**src/rtl/memory_arbiter.sv**
```systemverilog
// memory_arbiter: round-robin arbiter that gives two requesters (port 0 for
// instruction fetch, port 1 for load/store) access to one single-port memory.
// The memory has asynchronous read and synchronous write. Each access holds
// the memory for a fixed number of cycles. Read data comes back in a
// registered word, together with a one-cycle valid pulse for the port that
// issued the access.
module memory_arbiter #(
  parameter int ADDR_SIZE   = 5,
  parameter int WORD_SIZE   = 32,
  parameter int WAIT_STATES = 0
) (
  input  logic                 clk_i,
  input  logic                 rst_ni,
  input  logic                 m0_req_i,
  input  logic [ADDR_SIZE-1:0] m0_addr_i,
  input  logic [WORD_SIZE-1:0] m0_data_i,
  input  logic                 m0_wen_i,
  output logic                 m0_gnt_o,
  output logic                 m0_rvalid_o,
  output logic [WORD_SIZE-1:0] m0_rdata_o,
  input  logic                 m1_req_i,
  input  logic [ADDR_SIZE-1:0] m1_addr_i,
  input  logic [WORD_SIZE-1:0] m1_data_i,
  input  logic                 m1_wen_i,
  output logic                 m1_gnt_o,
  output logic                 m1_rvalid_o,
  output logic [WORD_SIZE-1:0] m1_rdata_o,
  output logic [ADDR_SIZE-1:0] mem_addr_o,
  output logic [WORD_SIZE-1:0] mem_data_o,
  output logic                 mem_wen_o,
  input  logic [WORD_SIZE-1:0] mem_data_i
);

  // The counter is always at least one bit wide, so WAIT_STATES=0 still
  // gives a legal register.
  localparam int CNT_W = ($clog2(WAIT_STATES + 1) > 1) ? $clog2(WAIT_STATES + 1) : 1;
  localparam logic [CNT_W-1:0] CNT_LOAD = CNT_W'(WAIT_STATES);

  typedef enum logic {
    IDLE = 1'b0,
    BUSY = 1'b1
  } state_t;

  state_t               state_q;
  logic [ADDR_SIZE-1:0] addr_q;
  logic [WORD_SIZE-1:0] data_q;
  logic                 wen_q;
  logic                 id_q;
  logic [CNT_W-1:0]     cnt_q;
  logic                 last_q;
  logic [WORD_SIZE-1:0] rdata_q;
  logic [1:0]           rvalid_q;

  logic win_id;
  logic grant;
  logic final_cyc;

  // Pick the winner and flag a grant and the last BUSY cycle. Under
  // contention the port that was not served last wins.
  always_comb begin
    win_id = m1_req_i;
    if (m0_req_i && m1_req_i) begin
      win_id = ~last_q;
    end
    grant     = (state_q == IDLE) && (m0_req_i || m1_req_i);
    final_cyc = (state_q == BUSY) && (cnt_q == '0);
  end

  // Grants are forced low while reset is held, so every output reads 0 during reset.
  assign m0_gnt_o    = rst_ni & grant & ~win_id;
  assign m1_gnt_o    = rst_ni & grant &  win_id;
  assign mem_wen_o   = final_cyc & wen_q;
  assign mem_addr_o  = addr_q;
  assign mem_data_o  = data_q;
  assign m0_rvalid_o = rvalid_q[0];
  assign m1_rvalid_o = rvalid_q[1];
  assign m0_rdata_o  = rdata_q;
  assign m1_rdata_o  = rdata_q;

  // Access sequencer: latch the command in IDLE, count wait states in BUSY,
  // then capture read data and pulse valid for the port that issued the access.
  always_ff @(posedge clk_i or negedge rst_ni) begin
    if (!rst_ni) begin
      state_q  <= IDLE;
      addr_q   <= '0;
      data_q   <= '0;
      wen_q    <= 1'b0;
      id_q     <= 1'b0;
      cnt_q    <= '0;
      last_q   <= 1'b1;
      rdata_q  <= '0;
      rvalid_q <= 2'b00;
    end else begin
      rvalid_q <= 2'b00;
      case (state_q)
        IDLE: begin
          if (grant) begin
            addr_q  <= win_id ? m1_addr_i : m0_addr_i;
            data_q  <= win_id ? m1_data_i : m0_data_i;
            wen_q   <= win_id ? m1_wen_i  : m0_wen_i;
            id_q    <= win_id;
            cnt_q   <= CNT_LOAD;
            state_q <= BUSY;
          end
        end
        BUSY: begin
          if (cnt_q != '0) begin
            cnt_q <= cnt_q - CNT_W'(1);
          end else begin
            // Read data is taken before the write edge, so a write returns the old word.
            rdata_q        <= mem_data_i;
            rvalid_q[id_q] <= 1'b1;
            last_q         <= id_q;
            state_q        <= IDLE;
          end
        end
        default: state_q <= IDLE;
      endcase
    end
  end

endmodule
```
**config.mk**
```make
export PLATFORM = sky130hd
export DESIGN_NAME = memory_arbiter
export DESIGN_NICKNAME = d
export VERILOG_FILES = /design/src/rtl/memory_arbiter.sv
export SDC_FILE = /design/constraint.sdc
export NUM_CORES = 1
export LEC_CHECK = 0
export ABC_AREA = 1
export CORE_ASPECT_RATIO = 1.5
export CORE_UTILIZATION = 38
export CTS_CLUSTER_SIZE = 14
export DETAILED_ROUTE_END_ITERATION = 10
export PLACE_DENSITY = 0.8
export RECOVER_POWER = 25
export SYNTH_ARGS = -nofsm -noshare
export SYNTH_HDL_FRONTEND = slang
export SYNTH_SLANG_ARGS = --single-unit
```
**constraint.sdc**
```tcl
create_clock -name clk_i -period 1.5 [get_ports clk_i]
set_input_delay 0.225 -clock clk_i [delete_from_list [all_inputs] [get_ports clk_i]]
set_output_delay 0.225 -clock clk_i [all_outputs]
set_load 0.03 [all_outputs]
```
==> flow_summary.json <==
{
  "outcome": "finished with violations",
  "violations": "hold timing, setup timing",
  "cts_num_sinks": 75,
  "yosys.cell_types.count": 13,
  "final_antenna_net_count": 0,
  "clock_skew_ns": 0.00879,
  "worst_pin_slew_ns": 0.390,
  "period_needed_ns": 1.58,
  "first_pass_grt_wire_length_mm": 17.3,
  "clockRootBuffer": "sky130_fd_sc_hd__clkbuf_16",
  "post_synth_inst_count": 516,
  "reg2reg_to": "mem_data_o[26]$_DFFE_PN0P_",
  "port_buffers": 217,
  "r2r.worst_path.cells": 8,
  "worstSkewPairLatency_ns": 0.33,
  "finalMaxSlewViolations": 0,
  "critPathKind": "reg2out",
  "setup-violations-final": 2,
  "grt_overflow_total": 0,
  "syn_area_per_cell_um2": 7.33,
  "combPwrFrac_pct": 37.0,
  "drive_gt1_share_pct": 6.77,
  "synth_area_leader_cell": "sky130_fd_sc_hd__dfrtp_1",
  "post-route-cell-area_mm2": 0.00620,
  "postSynthRegisterBits": 75,
  "cts_max_path_buffers": 2,
  "placer_congestion_estimate": 0.753,
  "drt_iter0_drc": 131,
  "internal_power_w": 0.00540,
  "power_switching_w": 0.00305,
  "synth.top_cells.by_area": "sky130_fd_sc_hd__dfrtp_1 49%, sky130_fd_sc_hd__nand2_1 22%, sky130_fd_sc_hd__nand3_1 10%",
  "grt_antenna_before_repair": 0,
  "clock_tree.htree_level_count": 3,
  "setup_slack_ns": -0.0795,
  "route.final.wire_length_mm": 10.5,
  "hold_slack_ns": -0.0651,
  "cp_endpoint_kind": "output pin",
  "critPathRequiredTime_ns": 1.27,
  "cts-buffers-inserted": 9,
  "power_consumption_w": 0.00845,
  "p_seq_share_pct": 31.7,
  "switching_share_pct": 36.1,
  "nNetsFinal": 816,
  "drt-vias-per-instance": 4.61,
  "io_pins": 218,
  "dp.final_hpwl_mm": 7.92,
  "worst-path-max-fanout": 2,
  "achievable-frequency_mhz": 633,
  "power_per_cell_area_mw_per_mm2": 1360,
  "ir_worst_vdd_uv": 943,
  "via_count_of_the_first_global_routing_pass": 3695,
  "detail_route.first_pass.iterations": 6,
  "synth.yosys.warnings": 0,
  "clk_pin_slew_worst_paths_ns": 0.06,
  "std_cell_rows": 44,
  "timing.critical_path.from_type": "flip-flop",
  "timing.rr.start": "last_q$_DFFE_PN1P_",
  "synth_top_area_share_pct": 48.9,
  "clkPwrFrac_pct": 31.3,
  "core-area_mm2": 0.00969,
  "r2r_setup_slack_ns": 0.05,
  "synth.yosys.seq_area_share_pct": 49.6,
  "placed_area_mm2": 0.00592,
  "antenna-diode-count": 0,
  "num_vias": 3802,
  "worstHoldPathType": "in2async",
  "final_min_period_over_clock_period_pct": 105,
  "critPathArrivalTime_ns": 1.35,
  "unrepaired_setup_endpoints_after_global_routing": "true",
  "fp.dieW_um": 83.5,
  "worstSetupStartpoint": "last_q$_DFFE_PN1P_",
  "tritoncts": "built",
  "areaGrowthSynthToFinish_pct": 63.9,
  "grt_start_max_net_pins": 76,
  "finalHoldViolations": 74,
  "die_height_um": 124,
  "post_detailed_route_drc_marker_count": 0,
  "syn-cell-area_mm2": 0.00378,
  "die_area_mm2": 0.0104,
  "synth_fp_nets": 628,
  "initial_core_util_pct": 39.0,
  "max_slew_margin_pct": 74.0,
  "cap_violations": 0,
  "cellLeakagePower_nw": 3.49,
  "wl_per_cell_um": 12.7,
  "global_route_total_usage_across_every_layer_pct": 20.8
}
[worst max-delay path by stage]
stage,endpoint,depth (start not counted)
floorplan,m1_gnt_o,6
global placement,mem_addr_o[0]$_DFFE_PN0P_,6
detailed placement,mem_data_o[26]$_DFFE_PN0P_,6
CTS,m0_gnt_o,5
global route,m0_gnt_o,5
finish,m0_gnt_o,5
[logic make-up (layout without fill, tap and decap cells)]
family,after synthesis,after routing,synth area share (%)
and+or+nand+nor,300,300,32.3
AOI/OAI and AO/OA,1,1,0.232
DFF,75,75,49.6
buffers and inverters,140,333,17.8
[routing by layer]
layer | GRT usage [%] | wire length, um | vias to the layer above
li1 | - | - | 1877
met1 | 23.6 | 3990 | 1742
met2 | 37.1 | 5470 | 162
met3 | 3.72 | 690 | 21
met4 | 9.97 | 318 | 0
met5 | 0 | 0 | -
[registers in the layout, indices dropped and copies added (netlist names)]
signal and flops:
state_q 1, m0_rdata_o 32, mem_data_o 32, rvalid_q 2
mem_addr_o 5, wen_q 1, last_q 1, id_q 1
[synthesized netlist by cell type, drive strengths merged]
| master | instances |
|---|---|
| buf | 48 |
| clkbuf | 11 |
| dfrtp | 74 |
| dfstp | 1 |
| inv | 81 |
| nand2 | 219 |
| nand3 | 76 |
| nor2 | 4 |
| nor3 | 1 |
| o21ai | 1 |
[stage by stage]
step / utilization [%] / setup slack, ns / TNS, ns / cells
global route: 64.0 / -0.142 / -0.274 / 824
global placement: 61.1 / -0.0324 / -0.825 / 805
CTS: 63.9 / -0.0967 / -0.163 / 823
floorplan: - / 0.0880 / 0 / 516
detailed placement: 61.1 / -0.0942 / -2.23 / 805
finish: 64.0 / -0.0795 / -0.137 / 824
[power by group through the flow]
stage / registers [W] / clock network (W) / logic (W)
after floorplan: 0.00347 / 0 / 0.00125
after global placement: 0.00272 / 0 / 0.00346
after detailed placement: 0.00273 / 0 / 0.00352
after CTS: 0.00269 / 0.00271 / 0.00316
after global routing: 0.00274 / 0.00279 / 0.00334
final: 0.00268 / 0.00264 / 0.00313
[cells in the final DEF (no fill, tap or decap), drive strengths merged]
cell type / count
dfstp: 1
inv: 81
dfrtp: 74
clkinvlp: 1
clkdlybuf4s50: 110
nand3: 76
dlygate4sd2: 103
bufinv: 4
nor2: 4
clkinv: 1
nor3: 1
nand2: 219
buf: 23
clkbuf: 10
o21ai: 1
[final cells by class]
| cell class | count | area [um^2] |
|---|---|---|
| clock buffers | 10 | 239 |
| multi-input cells | 301 | 1260 |
| inverters | 81 | 304 |
| clock inverters | 6 | 136 |
| flip-flops and latches | 75 | 1880 |
| fillers | 877 | 3490 |
| well taps | 115 | 144 |
| repair buffers | 236 | 2240 |
[timing repair]
action,CTS,global route
gates cloned,0,0
setup endpoints to repair,105,2
setup buffers,2,1
endpoints found under the hold margin,74,74
pin swaps,0,2
gates resized for setup,106,0
[critical path, stage by stage (launching register included)]
cell                      delay [ns]
sky130_fd_sc_hd__dfstp_2        0.55
sky130_fd_sc_hd__nand2_2        0.06
sky130_fd_sc_hd__nand2_2        0.07
sky130_fd_sc_hd__inv_2          0.06
sky130_fd_sc_hd__nor3_4         0.15
sky130_fd_sc_hd__buf_12         0.15
(Power assumes the default switching activity.)
